## src/rtl/plane_pkg.sv

```systemverilog
// Shared types and constants for the plane scheduler: FSM states, screen
// geometry, coordinate widths and the per-slot record.
package plane_pkg;

    localparam int NUM_SLOTS    = 10;
    localparam int SCREEN_W     = 160;
    localparam int SCREEN_H     = 120;
    localparam int SPAWN_Y_BASE = 16;

    localparam int X_W   = 8;
    localparam int Y_W   = 7;
    localparam int IDX_W = 4;

    typedef enum logic [1:0] {
        IDLE,
        MOVE,
        SPAWN,
        DONE
    } state_e;

    typedef struct packed {
        logic           active;
        logic [X_W-1:0] x;
        logic [Y_W-1:0] y;
    } slot_t;

endpackage

```

## src/rtl/plane_scheduler_if.sv

```systemverilog
// Bundle of the difficulty, hit, read and status signals of plane_scheduler.
// master drives the controls (game/VGA side), slave is the scheduler itself.
interface plane_scheduler_if;
    import plane_pkg::*;

    logic                 enable;
    logic                 frame_tick;
    logic [3:0]           plane_amount;
    logic [1:0]           flying_rate;
    logic                 hit_valid;
    logic [IDX_W-1:0]     hit_index;
    logic [IDX_W-1:0]     rd_index;
    logic [X_W-1:0]       rd_x;
    logic [Y_W-1:0]       rd_y;
    logic                 rd_active;
    logic [NUM_SLOTS-1:0] active_mask;
    logic                 busy;
    logic                 update_done;
    logic                 overrun;
    logic [7:0]           escaped;

    modport master (
        output enable, frame_tick, plane_amount, flying_rate,
        output hit_valid, hit_index, rd_index,
        input  rd_x, rd_y, rd_active, active_mask,
        input  busy, update_done, overrun, escaped
    );

    modport slave (
        input  enable, frame_tick, plane_amount, flying_rate,
        input  hit_valid, hit_index, rd_index,
        output rd_x, rd_y, rd_active, active_mask,
        output busy, update_done, overrun, escaped
    );

endinterface

```

## src/rtl/lfsr8.sv

```systemverilog
// Free-running 8-bit Fibonacci LFSR, polynomial x^8+x^6+x^5+x^4+1.
module lfsr8 #(
    parameter logic [7:0] SEED = 8'hA5
) (
    input  logic       clk,
    input  logic       resetn,
    output logic [7:0] value
);

    logic [7:0] lfsr_q, lfsr_d;

    always_comb begin
        lfsr_d = {lfsr_q[6:0], lfsr_q[7] ^ lfsr_q[5] ^ lfsr_q[4] ^ lfsr_q[3]};
    end

    always_ff @(posedge clk or negedge resetn) begin
        if (!resetn) lfsr_q <= SEED;
        else         lfsr_q <= lfsr_d;
    end

    assign value = lfsr_q;

endmodule

```

## src/rtl/plane_scheduler.sv

```systemverilog
// Per-frame plane mover/spawner over a register array of plane slots.
// Define PLANE_SCHED_ESCAPE_CNT_EN to build the saturating escape counter.
module plane_scheduler
    import plane_pkg::*;
(
    input  logic             clk,
    input  logic             resetn,
    plane_scheduler_if.slave bus
);

    state_e           state_q, state_d;
    logic [IDX_W-1:0] ptr_q, ptr_d;
    logic [2:0]       step_q, step_d;
    logic [IDX_W-1:0] target_q, target_d;
    logic             overrun_q, overrun_d;
    slot_t            slots_q [NUM_SLOTS];
    slot_t            slots_d [NUM_SLOTS];
    slot_t            rd_q, rd_d;

    logic [7:0]       lfsr_val;
    logic             escape_inc;
    logic [IDX_W-1:0] active_cnt, free_idx;
    logic             free_found;
    logic [X_W:0]     x_sum;

    lfsr8 #(.SEED(8'hA5)) u_lfsr (
        .clk    (clk),
        .resetn (resetn),
        .value  (lfsr_val)
    );

    // Descending scan so the lowest free index is the one left standing.
    always_comb begin
        active_cnt = '0;
        free_found = 1'b0;
        free_idx   = '0;
        for (int i = NUM_SLOTS - 1; i >= 0; i--) begin
            active_cnt = active_cnt + IDX_W'(slots_q[i].active);
            if (!slots_q[i].active) begin
                free_found = 1'b1;
                free_idx   = IDX_W'(i);
            end
        end
    end

    // NOTE: every _d starts as its _q so no path through the case leaves a
    // variable unassigned, which would otherwise infer a latch.
    always_comb begin
        state_d    = state_q;
        ptr_d      = ptr_q;
        step_d     = step_q;
        target_d   = target_q;
        overrun_d  = overrun_q;
        slots_d    = slots_q;
        escape_inc = 1'b0;
        x_sum      = '0;

        case (state_q)
            IDLE: begin
                if (bus.frame_tick && bus.enable) begin
                    step_d   = {1'b0, bus.flying_rate} + 3'd1;
                    target_d = (bus.plane_amount > IDX_W'(NUM_SLOTS)) ?
                               IDX_W'(NUM_SLOTS) : bus.plane_amount;
                    ptr_d    = '0;
                    state_d  = MOVE;
                end
            end
            MOVE: begin
                if (slots_q[ptr_q].active) begin
                    x_sum = {1'b0, slots_q[ptr_q].x} + (X_W+1)'(step_q);
                    if (x_sum >= (X_W+1)'(SCREEN_W)) begin
                        slots_d[ptr_q].active = 1'b0;
                        escape_inc            = 1'b1;
                    end else begin
                        slots_d[ptr_q].x = x_sum[X_W-1:0];
                    end
                end
                if (ptr_q == IDX_W'(NUM_SLOTS - 1)) state_d = SPAWN;
                else                                ptr_d   = ptr_q + 1'b1;
            end
            SPAWN: begin
                if (free_found && (active_cnt < target_q)) begin
                    slots_d[free_idx] = '{active: 1'b1, x: '0,
                                          y: Y_W'(SPAWN_Y_BASE) + Y_W'(lfsr_val[5:0])};
                end
                state_d = DONE;
            end
            DONE: state_d = IDLE;
            default: state_d = IDLE;
        endcase

        if (bus.frame_tick && bus.enable && (state_q != IDLE)) overrun_d = 1'b1;

        // Applied last so a retire beats a same-cycle MOVE/SPAWN write.
        if (bus.hit_valid && (bus.hit_index < IDX_W'(NUM_SLOTS))) begin
            slots_d[bus.hit_index].active = 1'b0;
        end

        rd_d = '0;
        if (bus.rd_index < IDX_W'(NUM_SLOTS)) rd_d = slots_d[bus.rd_index];
    end

    // NOTE: the slot array is flop-based and must be reset, since a stale
    // active bit would draw and move a phantom plane after reset.
    always_ff @(posedge clk or negedge resetn) begin
        if (!resetn) begin
            state_q   <= IDLE;
            ptr_q     <= '0;
            step_q    <= '0;
            target_q  <= '0;
            overrun_q <= 1'b0;
            slots_q   <= '{default: '0};
            rd_q      <= '0;
        end else begin
            state_q   <= state_d;
            ptr_q     <= ptr_d;
            step_q    <= step_d;
            target_q  <= target_d;
            overrun_q <= overrun_d;
            slots_q   <= slots_d;
            rd_q      <= rd_d;
        end
    end

    for (genvar g = 0; g < NUM_SLOTS; g++) begin : g_mask
        assign bus.active_mask[g] = slots_q[g].active;
    end

    assign bus.rd_x        = rd_q.x;
    assign bus.rd_y        = rd_q.y;
    assign bus.rd_active   = rd_q.active;
    assign bus.busy        = (state_q != IDLE);
    assign bus.update_done = (state_q == DONE);
    assign bus.overrun     = overrun_q;

`ifdef PLANE_SCHED_ESCAPE_CNT_EN
    logic [7:0] escaped_q, escaped_d;

    always_comb begin
        escaped_d = escaped_q;
        if (escape_inc && (escaped_q != 8'hFF)) escaped_d = escaped_q + 8'd1;
    end

    always_ff @(posedge clk or negedge resetn) begin
        if (!resetn) escaped_q <= '0;
        else         escaped_q <= escaped_d;
    end

    assign bus.escaped = escaped_q;

    logic unused_bits;
    assign unused_bits = ^lfsr_val[7:6];
`else
    assign bus.escaped = 8'd0;

    logic unused_bits;
    assign unused_bits = ^{lfsr_val[7:6], escape_inc};
`endif

endmodule

```

## src/flat_wrapper.sv

```systemverilog
// flat-port wrapper written by rule: the top's interface ports become plain ports
module plane_scheduler_flat import plane_pkg::*;
  (clk, resetn, bus_enable, bus_frame_tick, bus_plane_amount, bus_flying_rate, bus_hit_valid, bus_hit_index, bus_rd_index, bus_rd_x, bus_rd_y, bus_rd_active, bus_active_mask, bus_busy, bus_update_done, bus_overrun, bus_escaped);
  plane_scheduler_if bus_i ();
  input  logic clk;
  input  logic resetn;
  input wire logic [$bits(bus_i.enable)-1:0] bus_enable;
  input wire logic [$bits(bus_i.frame_tick)-1:0] bus_frame_tick;
  input wire logic [$bits(bus_i.plane_amount)-1:0] bus_plane_amount;
  input wire logic [$bits(bus_i.flying_rate)-1:0] bus_flying_rate;
  input wire logic [$bits(bus_i.hit_valid)-1:0] bus_hit_valid;
  input wire logic [$bits(bus_i.hit_index)-1:0] bus_hit_index;
  input wire logic [$bits(bus_i.rd_index)-1:0] bus_rd_index;
  output wire logic [$bits(bus_i.rd_x)-1:0] bus_rd_x;
  output wire logic [$bits(bus_i.rd_y)-1:0] bus_rd_y;
  output wire logic [$bits(bus_i.rd_active)-1:0] bus_rd_active;
  output wire logic [$bits(bus_i.active_mask)-1:0] bus_active_mask;
  output wire logic [$bits(bus_i.busy)-1:0] bus_busy;
  output wire logic [$bits(bus_i.update_done)-1:0] bus_update_done;
  output wire logic [$bits(bus_i.overrun)-1:0] bus_overrun;
  output wire logic [$bits(bus_i.escaped)-1:0] bus_escaped;
  assign bus_i.enable = bus_enable;
  assign bus_i.frame_tick = bus_frame_tick;
  assign bus_i.plane_amount = bus_plane_amount;
  assign bus_i.flying_rate = bus_flying_rate;
  assign bus_i.hit_valid = bus_hit_valid;
  assign bus_i.hit_index = bus_hit_index;
  assign bus_i.rd_index = bus_rd_index;
  assign bus_rd_x = bus_i.rd_x;
  assign bus_rd_y = bus_i.rd_y;
  assign bus_rd_active = bus_i.rd_active;
  assign bus_active_mask = bus_i.active_mask;
  assign bus_busy = bus_i.busy;
  assign bus_update_done = bus_i.update_done;
  assign bus_overrun = bus_i.overrun;
  assign bus_escaped = bus_i.escaped;
  plane_scheduler u_core (.clk(clk), .resetn(resetn), .bus(bus_i));
endmodule
```

## config.mk

```make
export PLATFORM = sky130hd
export DESIGN_NAME = plane_scheduler_flat
export DESIGN_NICKNAME = d
export VERILOG_FILES = /design/src/rtl/plane_pkg.sv /design/src/rtl/plane_scheduler_if.sv /design/src/rtl/lfsr8.sv /design/src/rtl/plane_scheduler.sv /design/src/flat_wrapper.sv
export SDC_FILE = /design/constraint.sdc
export NUM_CORES = 1
export LEC_CHECK = 0
export CORE_ASPECT_RATIO = 1.2
export CORE_MARGIN = 2
export CORE_UTILIZATION = 60
export CTS_CLUSTER_DIAMETER = 200
export DETAILED_ROUTE_END_ITERATION = 8
export GPL_ROUTABILITY_DRIVEN = 0
export PLACE_DENSITY = 0.79
export SLEW_MARGIN = 25
export SYNTH_ARGS = -nofsm -noshare
export SYNTH_HDL_FRONTEND = slang
export SYNTH_SLANG_ARGS = --single-unit
export TNS_END_PERCENT = 1
```

## constraint.sdc

```tcl
create_clock -name clk -period 6.6 [get_ports clk]
set_clock_uncertainty 0.05 [all_clocks]
set_input_delay 1.32 -clock clk [delete_from_list [all_inputs] [get_ports clk]]
set_output_delay 1.32 -clock clk [all_outputs]
set_load 0.02 [all_outputs]
```

# Word-level counts from Yosys, hierarchy flattened
# Index checks and enable logic that the tools add are counted.
# totals
reg_bits,198
word_cells,142
# classes
addsub,13
magnitude_cmp,12
eq_ne,7
n_mux,51
n_bitwise,7
n_reduce_logical,13
# ops
operator,count
$bwmux 160,4
$mux 160,4
$pmux 160 s2,1
$demux 16 s4,4
$bmux 16 s4,2
$mux 16,8
$mux 4,13
$add 4x1->4,8
$ge 5x5->1 const B,4
$not 4->5,4
$lt 5x1->1 const B,3
$mux 15,1
$mux 1,10
$add 8x3->9,1
$ge 9x8->1 const B,1
$lt 4x4->1 const B,2
$pmux 2 s4,1
$pmux 4 s2,1
$add 5x6->7 const A,1
$logic_and 1x1->1,7
$add 4x1->4 const B,1
$eq 2x2->1 const B,2
$eq 4x4->1 const B,1
$gt 4x4->1 const B,1
other kinds (12),18

# Longest topological paths before layout
# Gate-level depths: netlist of run 1.
# logic_depth
ltp_word,24
mapped_depth,22
mapped_depth_nobuf,20

# Cells and area by module
# From an unflattened synthesis of run 1, not the netlist that was laid out.
# unflattened
hier_cells,1086
hier_area_um2,11238.3
# by_module_without_submodules
mod,instances,cells_each,area_per_inst_um2
plane_scheduler,1,1068,10954.3
lfsr8,1,18,284.0

# Worst setup path before layout of run 1
# No wires, ideal clock.
# synth_path
kind,flip-flop to flip-flop
start,"register u_core.slots_q, in the netlist u_core.bus.active_mask[0]"
end,"register u_core.rd_q, in the netlist u_core.bus.rd_x[4]"
setup_ps,126
arrival_time_ps,5564
required_time_ps,6424
setup_slack_ps,860
path_stages_with_launch,20
n_path_buf,1
synth_period_minus_slack_ps,5740
cell_sequence,dfrtp_1 > clkbuf_1 > inv_1 > fa_1 > fa_1 > fa_1 > inv_1 > fa_1 > inv_1 > fa_1 > inv_1 > ha_1 > a21o_1 > a21o_1 > a2111oi_0 > o21ai_0 > or2_2 > a22o_1 > a221o_1 > a311o_1
# synth_lines
element,line_no,rtl
start: declaration,plane_scheduler.sv:16,slot_t slots_q [NUM_SLOTS];
start signal: assignment,plane_scheduler.sv:120,slots_q <= slots_d;
end signal: assignment,plane_scheduler.sv:121,rd_q <= rd_d;
end: declaration,plane_scheduler.sv:18,"slot_t rd_q, rd_d;"

==> results of run 1 <==
## through the flow
stage | setup WS, ps | cell area [sq um]
finish | 231 | 12800
CTS | 310 | 12800
global route | 27.8 | 12800
detailed placement | 338 | 12200
global placement | 485 | 12200
floorplan | 860 | 11600
## layout make-up
type | instances | area share, %
Inverter | 46 | 1.35
Sequential cell | 198 | 38.8
Clock inverter | 13 | 0.930
Timing Repair Buffer | 85 | 5.89
Multi-Input combinational cell | 794 | 47.1
Clock buffer | 19 | 3.46
Tap cell | 256 | 2.51
## worst max path at each step
stage                              start                 end  slack [ps]  cells after the start
2_1_floorplan  u_core.bus.active_mask[0]  u_core.bus.rd_x[4]         860                     19
3_3_place_gp   u_core.bus.active_mask[8]  u_core.bus.rd_x[7]         490                     19
3_5_place_dp   u_core.bus.active_mask[8]  u_core.bus.rd_x[7]         340                     19
4_1_cts        u_core.bus.active_mask[8]  u_core.bus.rd_x[7]         310                     19
5_1_grt        u_core.bus.active_mask[9]  u_core.bus.rd_x[7]          30                     20
6_report       u_core.bus.active_mask[8]  u_core.bus.rd_x[7]         230                     19
## cells in the mapped netlist, types with 5 or more instances
cell type / number / area, sq um
sky130_fd_sc_hd__a22oi_1: 6 / 45.0
sky130_fd_sc_hd__o21ai_0: 42 / 210
sky130_fd_sc_hd__or2_2: 14 / 87.6
sky130_fd_sc_hd__a21o_1: 9 / 67.6
sky130_fd_sc_hd__buf_2: 6 / 30.0
sky130_fd_sc_hd__a2bb2oi_1: 7 / 61.3
sky130_fd_sc_hd__o22ai_1: 9 / 56.3
sky130_fd_sc_hd__a21boi_0: 9 / 67.6
sky130_fd_sc_hd__mux2_2: 5 / 56.3
sky130_fd_sc_hd__nor3_1: 22 / 110
sky130_fd_sc_hd__a211oi_1: 9 / 67.6
sky130_fd_sc_hd__fa_1: 7 / 140
sky130_fd_sc_hd__dfrtp_1: 194 / 4850
sky130_fd_sc_hd__nor4_1: 5 / 31.3
sky130_fd_sc_hd__mux4_2: 15 / 338
sky130_fd_sc_hd__nand2b_1: 11 / 68.8
sky130_fd_sc_hd__o211a_1: 10 / 100
sky130_fd_sc_hd__and3_1: 8 / 50.1
sky130_fd_sc_hd__nand2_1: 90 / 338
sky130_fd_sc_hd__o211ai_1: 19 / 143
sky130_fd_sc_hd__o311ai_0: 5 / 43.8
sky130_fd_sc_hd__a221o_1: 19 / 190
sky130_fd_sc_hd__nand3_1: 21 / 105
sky130_fd_sc_hd__xor2_1: 5 / 43.8
sky130_fd_sc_hd__clkbuf_1: 60 / 225
sky130_fd_sc_hd__a31oi_1: 18 / 113
sky130_fd_sc_hd__a32o_1: 6 / 60.1
sky130_fd_sc_hd__ha_1: 22 / 275
sky130_fd_sc_hd__o21a_1: 17 / 128
sky130_fd_sc_hd__nor2_1: 51 / 191
sky130_fd_sc_hd__buf_4: 21 / 158
sky130_fd_sc_hd__a221oi_1: 19 / 166
sky130_fd_sc_hd__nor2b_1: 11 / 68.8
sky130_fd_sc_hd__inv_1: 42 / 158
sky130_fd_sc_hd__a2111oi_0: 6 / 52.6
sky130_fd_sc_hd__a21oi_1: 26 / 130
sky130_fd_sc_hd__a22o_1: 110 / 963
sky130_fd_sc_hd__or3_1: 5 / 31.3
sky130_fd_sc_hd__and2_1: 15 / 93.8
sky130_fd_sc_hd__buf_6: 7 / 78.8
sky130_fd_sc_hd__mux2i_1: 33 / 330
sky130_fd_sc_hd__xnor2_1: 5 / 43.8
## layer usage
layer,up-vias,global-route usage (%),wire (um)
li1,4314,-,-
met1,5037,46.4,13300
met2,810,58.5,17400
met3,224,9.81,4170
met4,0,24.6,2640
met5,-,0,0
## registers in the layout, indices dropped and copies added, names as in the netlist
name and count:
u_core.bus.active_mask 10, u_core.bus.overrun 1, u_core.bus.rd_active 1, u_core.bus.rd_x 8, u_core.bus.rd_y 7, u_core.ptr_q 4, u_core.slots_q 150, u_core.state_q 2
u_core.step_q 3, u_core.target_q 4, u_core.u_lfsr.value 8
## critical path, cell delays in order, from the launching register on
cell and delay (ps):
sky130_fd_sc_hd__dfrtp_1 460, sky130_fd_sc_hd__ha_1 340, sky130_fd_sc_hd__fa_1 500, sky130_fd_sc_hd__fa_1 430, sky130_fd_sc_hd__fa_1 490, sky130_fd_sc_hd__inv_1 50
sky130_fd_sc_hd__fa_1 380, sky130_fd_sc_hd__inv_1 90, sky130_fd_sc_hd__fa_1 390, sky130_fd_sc_hd__inv_1 70, sky130_fd_sc_hd__ha_1 220, sky130_fd_sc_hd__a21o_1 170
sky130_fd_sc_hd__a21oi_1 420, sky130_fd_sc_hd__o211ai_1 290, sky130_fd_sc_hd__o41a_1 520, sky130_fd_sc_hd__nand2b_1 420, sky130_fd_sc_hd__a32o_1 410, sky130_fd_sc_hd__mux2_2 270
sky130_fd_sc_hd__a32oi_1 160, sky130_fd_sc_hd__o211ai_1 100
## cells by family after synthesis
logic type      count (synthesis)  synth area share (%)
mux                            53                  6.24
compound gates                404                  28.1
fa+ha+maj                      29                  3.58
xor+xnor                       10                 0.754
other cells                     1                0.0323
buf+inv                       142                  5.79
flops                         198                  42.7
simple gates                  290                  12.8
## report_power, final
group / switching, mW / internal, mW / total, mW
clock: 0.509 / 0.506 / 1.01
combinational: 1.49 / 0.610 / 2.10
sequential: 0.139 / 1.29 / 1.43
==> load_flow_metrics.sql, run 1 <==
INSERT INTO impl_metrics (metric_group, metric, value, unit) VALUES
('timing', 'layout_worst_path_cycle_share', '96.5', '%'),
('placement', 'buffer_ports.inserted', '47', ''),
('timing', 'slew_at_the_pin_closest_to_its_max_slew_limit', '1080', 'ps'),
('timing', 'timing.fmax', '157', 'MHz'),
('timing', 'rsz0062_at_grt', 'false', ''),
('status', 'run_status', 'complete, no violations', ''),
('timing', 'finalMaxSlewViolations', '0', ''),
('logic_synthesis', 'area_of_the_mapped_netlist', '11600', 'sq um'),
('detailed_routing', 'route.antenna.remaining_nets', '0', ''),
('finish', 'post-route-util', '67.6', '%'),
('timing', 'layout_min_cycle_time', '6370', 'ps'),
('detailed_routing', 'detail_route.drc_violations', '0', ''),
('floorplan', 'top_level_ports', '56', ''),
('finish', 'diodes', '0', ''),
('logic_synthesis', 'synthDistinctLibCells', '99', ''),
('detailed_routing', 'drt-vias-per-instance', '7.36', ''),
('power', 'power_per_unit_of_standard_cell_area', '356', 'nW/um^2'),
('finish', 'design.final.nets', '1190', ''),
('setup_path', 'timing.critical_path.to_type', 'flop', ''),
('clocking', 'cts_hold_buf', '0', ''),
('clocking', 'postCtsResizedCells', '0', ''),
('logic_synthesis', 'postSynthRegisterBits', '198', ''),
('global_route', 'globalRouteOverflowTotal', '0', ''),
('setup_path', 'timing.rr.start', 'u_core.bus.active_mask[8]', ''),
('finish', 'final-instance-count-excl-fill', '1411', ''),
('timing', 'holdWs', '308', 'ps'),
('logic_synthesis', 'syn_inst', '1127', ''),
('floorplan', 'die_area', '20500', 'sq um'),
('detailed_routing', 'drt_iter0_markers', '1194', ''),
('global_route', 'grt_start_max_net_pins', '83', ''),
('floorplan', 'placement_rows', '55', ''),
('floorplan', 'floorplan.core_area', '18900', 'sq um'),
('clocking', 'cts.root.buffer_cell', 'sky130_fd_sc_hd__clkbuf_16', ''),
('finish', 'final_layout_size_suffix_gt1_share', '12.5', '%'),
('timing', 'slew_headroom', '28.0', '%'),
('job', 'cap_viol_max_count', '0', ''),
('logic_synthesis', 'synth-edff-count', '0', ''),
('power', 'p_leak', '5.84', 'nW'),
('detailed_routing', 'drt-wirelength-per-cell', '26.6', 'um'),
('logic_synthesis', 'yosysWarnings', '0', ''),
('timing', 'report.final.setup_viol', '0', ''),
('setup_path', 'rr_worst_depth', '19', ''),
('floorplan', 'die_x', '131', 'um'),
('finish', 'number_of_fill_cells', '1463', ''),
('global_route', 'vias_in_the_first_global_route', '10100', ''),
('logic_synthesis', 'postSynth.topFlopCell', 'sky130_fd_sc_hd__dfrtp_1', ''),
('timing', 'timing.setup.tns', '0', 'ps'),
('worst_hold_path', 'hold_path.class', 'flop to flop', ''),
('clocking', 'cts_buffer_depth', '2', ''),
('worst_hold_path', 'hold_end', 'u_core.u_lfsr.value[7]', ''),
('setup_path', 'arrival', '6630', 'ps'),
('setup_path', 'crit_path_max_fanout', '15', ''),
('placement', 'hpwlAfterDp', '26100', 'um'),
('placement', 'placed_cells', '1379', ''),
('detailed_routing', 'wl', '37600', 'um'),
('finish', 'footprint_of_the_multi_input_gates', '6020', 'sq um'),
('detailed_routing', 'route.vias.total', '10400', ''),
('finish', 'layout_commonest_cell', 'sky130_fd_sc_hd__dfrtp_1', ''),
('timing', 'hold_violations', '0', ''),
('finish', 'area.sequential', '4960', 'sq um'),
('worst_hold_path', 'whs_path_depth', '0', ''),
('clocking', 'path_clk_slew', '80', 'ps'),
('floorplan', 'floorplan.initialDensity', '61.4', '%'),
('detailed_routing', 'drt_pre_antenna_iters', '6', ''),
('finish', 'layout_common_cells', 'sky130_fd_sc_hd__dfrtp_1, sky130_fd_sc_hd__a22o_1, sky130_fd_sc_hd__nand2_1', ''),
('clocking', 'insertion_delay', '450', 'ps'),
('logic_synthesis', 'avgSynthCellArea', '10.3', 'sq um'),
('setup_path', 'timing.rr.end', 'u_core.bus.rd_x[7]', ''),
('setup_path', 'required', '6860', 'ps'),
('clocking', 'cts_buffer_count', '17', ''),
('global_route', 'grt_usage', '37.7', '%');
Note: power is estimated with default switching activity, not from simulation.
==> run 2: changes to the inputs <==
REMOVE_ABC_BUFFERS = 1   (was unset)
==> run 2 against run 1 <==
The run now ends with DRC left; non-clock buffer count shrank 1; via count increased by 0.94%; routed wire length increased by 1.3%; die area unchanged; hold slack improved by 2.9 ps; total power up 2.0%; global-route usage grew 0.30 points; critical path depth is the same; register-to-register slack worse by 20 ps; largest power group unchanged.
==> load_flow_metrics.sql, run 2 (synthesized netlist as in run 1, its figures left out) <==
INSERT INTO impl_metrics (metric_group, metric, value, unit) VALUES
('status', 'run_status', 'complete, but fails checks', ''),
('status', 'violations_in_the_final_reports', 'DRC', ''),
('clocking', 'cts_sinks', '198', ''),
('floorplan', 'placement_rows', '55', ''),
('job', 'cap_viol_max_count', '0', ''),
('setup_path', 'timing.critical_path.to_type', 'flop', ''),
('placement', 'placedInstanceArea', '12200', 'sq um'),
('finish', 'layout_commonest_cell', 'sky130_fd_sc_hd__dfrtp_1', ''),
('finish', 'final_layout_size_suffix_gt1_share', '12.5', '%'),
('finish', 'number_of_fill_cells', '1443', ''),
('setup_path', 'crit_slowest_cell', 'sky130_fd_sc_hd__o41a_1', ''),
('detailed_routing', 'route.antenna.remaining_nets', '0', ''),
('detailed_routing', 'drt-wirelength-per-cell', '27.0', 'um'),
('timing', 'slew_headroom', '27.9', '%'),
('setup_path', 'peak_per_stage_delay_on_the_critical_path', '540', 'ps'),
('setup_path', 'required', '6870', 'ps'),
('finish', 'diodes', '0', ''),
('timing', 'layout_worst_path_cycle_share', '96.9', '%'),
('setup_path', 'crit_path_max_fanout', '15', ''),
('floorplan', 'floorplan.initialDensity', '61.4', '%'),
('global_route', 'grt_pass1_wl', '58400', 'um'),
('clocking', 'cts.htree.levels', '4', ''),
('clocking', 'cts_buffer_count', '17', ''),
('timing', 'holdWs', '311', 'ps'),
('floorplan', 'die_x', '131', 'um'),
('setup_path', 'arrival', '6670', 'ps'),
('placement', 'placed_cells', '1376', ''),
('detailed_routing', 'drt_pre_antenna_iters', '9', ''),
('timing', 'rsz0062_at_grt', 'false', ''),
('placement', 'hpwlAfterDp', '25700', 'um'),
('setup_path', 'timing.critical_path.cells', 'ha_1 > fa_1 > fa_1 > fa_1 > inv_1 > fa_1 > inv_1 > fa_1 > inv_1 > ha_1 > a21o_1 > a21oi_1 > o211ai_1 > o41a_1 > nand2b_1 > a221o_1 > o211ai_1 > o311ai_0 > o2bb2ai_1', ''),
('clocking', 'path_clk_slew', '80', 'ps'),
('clocking', 'cts.root.buffer_cell', 'sky130_fd_sc_hd__clkbuf_16', ''),
('power', 'peakVddDrop', '0.208', 'mV'),
('timing', 'layout_min_cycle_time', '6390', 'ps'),
('power', 'p_leak', '5.85', 'nW'),
('finish', 'area_growth', '10.4', '%'),
('clocking', 'cts_hold_buf', '0', ''),
('timing', 'finalMaxSlewViolations', '0', ''),
('timing', 'slew_at_the_pin_closest_to_its_max_slew_limit', '1080', 'ps'),
('timing', 'report.final.setup_viol', '0', ''),
('global_route', 'vias_in_the_first_global_route', '10300', ''),
('global_route', 'globalRouteOverflowTotal', '0', ''),
('worst_hold_path', 'hold_path.class', 'flop to flop', ''),
('timing', 'timing.setup.tns', '0', 'ps'),
('detailed_routing', 'detail_route.drc_violations', '1', ''),
('floorplan', 'floorplan.core_area', '18900', 'sq um'),
('detailed_routing', 'drt-vias-per-instance', '7.43', ''),
('detailed_routing', 'drt_iter0_markers', '1511', ''),
('power', 'power_per_unit_of_standard_cell_area', '362', 'nW/um^2'),
('finish', 'largest_reg_flops', '150', ''),
('timing', 'setup_ws', '206', 'ps'),
('setup_path', 'crit_type', 'flop to flop', ''),
('finish', 'final-instance-count-excl-fill', '1410', ''),
('setup_path', 'crit_path_start_kind', 'flop', ''),
('finish', 'top_register', 'u_core.slots_q', ''),
('detailed_routing', 'wl', '38000', 'um'),
('global_route', 'grt_usage', '38.0', '%'),
('setup_path', 'reg2reg_setup_slack', '210', 'ps'),
('placement', 'dpl_worst_slack', '358', 'ps'),
('timing', 'timing.fmax', '156', 'MHz'),
('global_route', 'grt_start_max_net_pins', '78', ''),
('finish', 'footprint_of_the_multi_input_gates', '6020', 'sq um'),
('detailed_routing', 'route.vias.total', '10500', ''),
('global_route', 'antenna_found_initial', '0', ''),
('finish', 'layout_common_cells', 'sky130_fd_sc_hd__dfrtp_1, sky130_fd_sc_hd__a22o_1, sky130_fd_sc_hd__nand2_1', ''),
('clocking', 'cts_tree', 'yes', ''),
('timing', 'hold_violations', '0', ''),
('setup_path', 'worst_path_most_repeated_cell', 'sky130_fd_sc_hd__fa_1', ''),
('placement', 'buffer_ports.inserted', '47', ''),
('floorplan', 'die_area', '20500', 'sq um'),
('finish', 'finalInstanceArea', '12800', 'sq um'),
('finish', 'area.sequential', '4960', 'sq um'),
('floorplan', 'die-height', '156', 'um'),
('finish', 'design.final.nets', '1189', ''),
('floorplan', 'top_level_ports', '56', ''),
('clocking', 'cts_buffer_depth', '2', ''),
('clocking', 'insertion_delay', '460', 'ps');
==> run 2: worst paths after layout <==
path | start | end | cells past startpoint
min in group asynchronous | resetn | u_core.step_q[1] | 1
setup reg to reg | u_core.bus.active_mask[8] | u_core.bus.rd_y[4] | 19
hold reg to reg | u_core.u_lfsr.value[6] | u_core.u_lfsr.value[7] | 0
setup / recovery | u_core.bus.active_mask[8] | u_core.bus.rd_y[4] | 19
max in group asynchronous | resetn | u_core.slots_q[77] | 2
hold / removal | u_core.u_lfsr.value[6] | u_core.u_lfsr.value[7] | 0
==> run 2: repair_timing <==
| item | 4_1_cts | 5_1_grt |
|---|---|---|
| buffers inserted | 0 | 2 |
| setup endpoints to repair | 0 | 4 |
| resized for setup | 0 | 1 |
==> run 2: area by class of cell <==
cell class | instances | area share [%]
Multi-Input combinational cell | 794 | 46.9
Clock inverter | 15 | 1.41
Clock buffer | 17 | 3.32
Tap cell | 256 | 2.50
Inverter | 46 | 1.35
Timing Repair Buffer | 84 | 5.79
Sequential cell | 198 | 38.7
==> run 2: metal layers <==
layer	vias up	track usage [%]	routed length [um]
li1	4322	-	-
met1	5105	48.5	13900
met2	829	59.0	17600
met3	227	8.41	3910
met4	0	22.9	2600
met5	-	0	0
==> run 2: worst max-delay path: cells and delay by family, from the launching register on <==
| family | cells | cell delay [ps] |
|---|---|---|
| AO/OA/AOI/OAI | 8 | 2360 |
| AND/OR/NAND/NOR | 1 | 440 |
| adder cells (fa/ha/maj) | 7 | 2760 |
| flip-flops | 1 | 450 |
| buffers and inverters | 3 | 210 |
==> run 2: where the power goes <==
group	leakage [nW]	switching, mW	internal [mW]
Combinational	2.84	1.51	0.616
Sequential	2.71	0.135	1.29
Clock	0.294	0.542	0.545
Total	5.85	2.19	2.46
==> run 2: through the flow <==
step	power [mW]	utilization [%]
finish	4.64	67.7
floorplan	2.65	-
global route	4.79	67.7
CTS	4.53	67.6
detailed placement	3.45	64.4
global placement	3.40	64.4
==> run 3: changes to the inputs <==
GPL_TIMING_DRIVEN = 1   (was unset)
SKIP_CTS_REPAIR_TIMING = 1   (was unset)
==> results of run 3 <==
Final layout, timing and power as in run 2 (identical DEF).
==> edit 1, RTL diff (settings of run 3) <==
Set the package constant `Y_W` to 6 (it was 7).
--- a/src/rtl/plane_pkg.sv
+++ b/src/rtl/plane_pkg.sv
@@ -10,3 +10,3 @@
     localparam int X_W   = 8;
-    localparam int Y_W   = 7;
+    localparam int Y_W   = 6;
     localparam int IDX_W = 4;
Interface: changed (resized bus_rd_y); port bits go from 56 to 55. No check against the original RTL was run, so the function may have changed too.
==> edit 1 against run 3 <==
The flow still finishes with violations (design-rule violations); routed wire length rose by 1.5%; synthesized cell count rose by 6.9%; critical path depth grew 2; synthesized area shrank 2.4%; setup slack got worse by 0.051 ns; count of clock-buffer cells in the layout stayed put; total power down 8.0%; sequential share of layout area down 1.9 points; sequential cell count decreased by 11; design area shrank 0.69%; largest cell class unchanged.
==> edit 1: results (changes against run 3) <==
| Metric | Value |
|---|---|
| Sw frac | `45.8% (-1.3 points)` |
| Top reg by flops | `u_core.slots_q` |
| Worst r2r src | `u_core.bus.active_mask[8]` |
| Worst-Skew Late Latency | `0.46 ns (about the same)` |
| Worst hold slack | `0.318 ns (+0.00694 ns)` |
| Multiplexer area fraction after synthesis | `11.4% (+5.1 points)` |
| Comb_multi_in | `892 (+12%)` |
| WL final | `38.6 mm (+1.5%)` |
| Num CTS Buffers | `17 (unchanged)` |
| Failing checks | `design-rule violations` |
| Multi-input logic portion of the cell area | `48.1% (+1.1 points)` |
| Fin crit period | `6.45 ns (+0.0512 ns)` |
| Initial antenna violation count | `1 (+1)` |
| WL/cell | `25.6 um (-5.1%)` |
| Synth Area in XOR/XNOR | `0.773% (+0.019 points)` |
| Met3 GRT Util | `10.5% (+2.1 points)` |
| Clk tree area frac | `4.88% (+0.15 points)` |
| Met1 usage in global routing | `47.6% (-0.97 points)` |
| Largest register FFs | `140 (-6.7%)` |
| Status | `complete, but fails checks` |
| Layout net count | `1,287 (+8.2%)` |
| Synth top area cells | `dfrtp_1 40%, nand2_1 5.5%, mux2i_1 5.4%` |
| Met2 WL | `17.5 mm (-0.72%)` |
| GRT met2 Usage | `60.7% (+1.7 points)` |
| Dpl ws | `-0.0723 ns (-0.431 ns)` |
| Peak supply drop | `0.000347 V (+67%)` |
| Synth Area in Adders | `3.56% (-0.021 points)` |
| Top post-synthesis cells by count | `183 x dfrtp_1, 166 x nand2_1, 114 x o21ai_0, 101 x nor2_1, 61 x mux2i_1` |
| Slew @ Worst Pin | `0.885 ns (-0.195 ns)` |
| Invs w/o clock | `51 (+11%)` |
| Comb power frac | `43.9% (-1.9 points)` |
| Metal-1 WL | `13.4 mm (-3.6%)` |
| DRC | `11 (+10)` |
| Pleak | `5.56 nW (-5.0%)` |
| Share of cells above drive strength 1 | `11.3% (-1.2 points)` |
| Cells after Synth | `1,205 (+6.9%)` |
| Vias in the first global route | `10.5k (+1.4%)` |
| Crit-path max FO | `6 (-9)` |
| Seq Cell Count | `187 (-5.6%)` |
| Synth Area in Compound Gates | `21.9% (-6.2 points)` |
| # fillers | `1,486 (+3.0%)` |
| R2r setup slk | `0.15 ns (-0.05 ns)` |
| Gr usage total | `39.6% (+1.6 points)` |
| Largest net degree at the start of global routing | `68 (-13%)` |
| Worst path arrival time | `6.70 ns (+0.03 ns)` |
| First-pass GRT wire length | `59.8 mm (+2.3%)` |
| Inst Count DP | `1,476 (+7.3%)` |
| Signal buf overhead | `6.22% (+0.43 points)` |
| Seq area share | `36.8% (-1.9 points)` |
| Port buffer count | `46 (-2.1%)` |
| 1st-iter DRT viols | `1,659 (+9.8%)` |
| Seq/Total Area, Yosys | `41.4% (-1.4 points)` |
| Post-synthesis cell type count | `88 (-11%)` |
| Via density | `7.06 (-5.1%)` |
| Non-clock buffers | `91 (+8.3%)` |
| CP peak stage delay | `0.54 ns (about the same)` |
==> edit 1: worst register-to-register path: cells and delay by family, from the launching register on <==
kind / cells / cell delay, ns
fa+ha+maj: 7 / 2.81
compound gates: 8 / 2.22
buf+inv: 4 / 0.45
simple gates: 2 / 0.36
flops: 1 / 0.41
==> edit 1: through the flow <==
step / instance area, um2 / total power, mW
2_1_floorplan: 10900 / 2.36
3_3_place_gp: 12100 / 3.08
3_5_place_dp: 12100 / 3.11
4_1_cts: 12700 / 4.17
5_1_grt: 12700 / 4.43
6_report: 12700 / 4.27
==> edit 1: final timing paths <==
path                                          end  depth (start not counted)
setup / recovery               u_core.bus.rd_x[3]                         21
hold / removal             u_core.u_lfsr.value[7]                          0
setup reg to reg               u_core.bus.rd_x[3]                         21
hold reg to reg            u_core.u_lfsr.value[7]                          0
max in group asynchronous     u_core.slots_q[138]                          2
min in group asynchronous      u_core.slots_q[68]                          1
==> edit 2, RTL diff (flow settings as in run 3) <==
Made on the original files. Re-encode `state_e` (4 states) as one-hot, 4 bits wide.
--- a/src/rtl/plane_pkg.sv
+++ b/src/rtl/plane_pkg.sv
@@ -13,7 +13,7 @@
 
-    typedef enum logic [1:0] {
-        IDLE,
-        MOVE,
-        SPAWN,
-        DONE
+    typedef enum logic [3:0] {
+        IDLE  = 4'b0001,
+        MOVE  = 4'b0010,
+        SPAWN = 4'b0100,
+        DONE  = 4'b1000
     } state_e;
Behaviour: no difference found for any inputs over 4 cycles, from zero or initial values and one cycle with resetn low; so few cycles prove little.
==> edit 2 against run 3 <==
Hold slack better by 0.0016 ns; setup slack better by 0.086 ns; routed wire length down 12%; design area down 3.7%; synthesized cell count down 7.1%; sequential cell count up 2; synthesized area down 4.0%; largest cell class unchanged.
Power is not compared: it rests on default switching activity, and its combinational part moved more than twofold at a synthesized area within 25%.
==> edit 2: results (changes against run 3) <==
| Metric | Value |
|---|---|
| Met2 WL | `15.6 mm (-12%)` |
| Share of cells above drive strength 1 | `16.4% (+3.9 points)` |
| Critical-path top delay cell | `nand4_1` |
| Diode count | `0 (unchanged)` |
| # fillers | `1,342 (-7.0%)` |
| Via count | `9,039 (-14%)` |
| H-tree depth | `4 (unchanged)` |
| Worst-Skew Late Latency | `between 0.4 and 0.5 ns` |
| Vias in the first global route | `9,362 (-9.5%)` |
| Slew HR | `25.3% (-2.6 points)` |
| Seq/Total Area, Yosys | `45.0% (+2.2 points)` |
| Hold Crit Class | `reg -> reg` |
| Post-synthesis cell type count | `79 (-20%)` |
| Drt pass-1 iters | `9 (unchanged)` |
| Met3 wire length | `3.17 mm (-19%)` |
| Layout net count | `1,111 (-6.6%)` |
| Fraction of registers with async set/reset | `100% (unchanged)` |
| Clk pin slew, worst setup/hold paths | `~0.07 ns` |
| First-pass GRT wire length | `52.2 mm (-11%)` |
| DRC | `0 (-1)` |
| Worst path arrival time | `6.59 ns (-0.08 ns)` |
| Port buffer count | `47 (unchanged)` |
| WL/cell | `25.7 um (-4.6%)` |
| Post-DP HPWL | `23.0 mm (-11%)` |
| Synth top area cells | `dfrtp_1 44%, nand2_1 6.0%, mux4_2 5.7%` |
| Status | `complete, no violations` |
| Top reg by flops | `u_core.slots_q` |
| Syn. warnings | `0 (unchanged)` |
| Kind of cell adding the most delay to the critical path | `adder cells` |
| DR top layer | `met4` |
| Fin crit period | `6.31 ns (-0.0855 ns)` |
| Metal-1 WL | `12.2 mm (-12%)` |
| Peak supply drop | `0.000191 V` |
| Pleak | `5.53 nW` |
| Dpl ws | `0.354 ns (-0.00483 ns)` |
| Placed cell area | `0.0117 mm2 (-3.8%)` |
| Crit-path max FO | `10 (-5)` |
| Largest register FFs | `150 (unchanged)` |
| Gr usage total | `35.1% (-2.9 points)` |
| Largest net degree at the start of global routing | `72 (-7.7%)` |
| Clk buf depth | `2 (unchanged)` |
| Initial antenna violation count | `0 (unchanged)` |
| Predominant post-synthesis flop cell | `dfrtp_1` |
| Total net switching power | `0.852 mW` |
| Root buffer cell | `clkbuf_16` |
| CP peak stage delay | `0.58 ns (+0.04 ns)` |
| Num CTS Buffers | `17 (unchanged)` |
| 1st-iter DRT viols | `1,091 (-28%)` |
| Final core occ | `67.9% (+0.21 points)` |
| Top post-synthesis cells by count | `195 x dfrtp_1, 177 x nand2_1, 56 x mux2i_1, 48 x clkbuf_1, 43 x nor2_1` |
edit 2: cell count changes after synthesis, sizes merged, moves of 12 or more:
cell    change
a221oi     -15
mux2i      +23
a221o      -18
mux4       +13
a31oi      -14
mux2       +33
a22o       -79
nand2      +84
o21a       -12
clkbuf     -12
edit 2: cell type report:
| type | instances | share of cell area (%) |
|---|---|---|
| clock buffers | 19 | 3.67 |
| clock inverters | 12 | 1.34 |
| inverters | 33 | 1.00 |
| multi-input cells | 735 | 45.4 |
| flip-flops and latches | 200 | 40.6 |
| well taps | 224 | 2.27 |
| repair buffers | 80 | 5.77 |
edit 2: kinds of logic after synthesis:
| family | Yosys count | synth area share, % |
|---|---|---|
| xor gates and xnor gates | 13 | 1.02 |
| AOI/OAI and AO/OA | 223 | 15.6 |
| DFF | 200 | 45.0 |
| and+or+nand+nor | 344 | 15.5 |
| muxes | 122 | 14.5 |
| adders and majority gates | 25 | 3.28 |
| other | 1 | 0.0336 |
| buffers and inverters | 119 | 5.13 |
edit 2: final timing paths:
check                      cells past startpoint  slack [ns]                endpoint                       from
max in group asynchronous                      2        4.41     u_core.slots_q[130]                     resetn
min reg2reg                                    0        0.31  u_core.u_lfsr.value[7]     u_core.u_lfsr.value[6]
min in group asynchronous                      1        0.82      u_core.bus.overrun                     resetn
min                                            0        0.31  u_core.u_lfsr.value[7]     u_core.u_lfsr.value[6]
max                                           20        0.29      u_core.bus.rd_y[2]  u_core.bus.active_mask[9]
max reg2reg                                   20        0.29      u_core.bus.rd_y[2]  u_core.bus.active_mask[9]
edit 2: power groups by stage:
stage	registers (mW)	clock network, mW	logic (mW)
6_report	1.31	1.11	0.502
5_1_grt	1.31	1.16	0.535
4_1_cts	1.31	1.12	0.493
3_5_place_dp	1.33	0	0.489
3_3_place_gp	1.33	0	0.480
2_1_floorplan	1.34	0	0.276
edit 2: worst reg2reg max path: cells and delay by family (launching register included):
kind / cells / cell delay, ns
adder cells (fa/ha/maj): 7 / 2.69
AND/OR/NAND/NOR: 4 / 1.18
AO/OA/AOI/OAI: 4 / 1.12
multiplexers: 1 / 0.45
flip-flops: 1 / 0.43
buffers and inverters: 4 / 0.29
edit 2: metal layers:
metal	vias to the layer above	global-route usage, %
met1	4409	44.1
met3	186	8.05
li1	3839	-
met2	605	54.3
met5	-	0
met4	0	23.2
edit 2: through the flow:
step | hold slack (ns) | cells
6_report | 0.312 | 1303
5_1_grt | 0.317 | 1303
4_1_cts | 0.315 | 1303
3_5_place_dp | 0.299 | 1272
3_3_place_gp | 0.295 | 1272
2_1_floorplan | 0.283 | 968
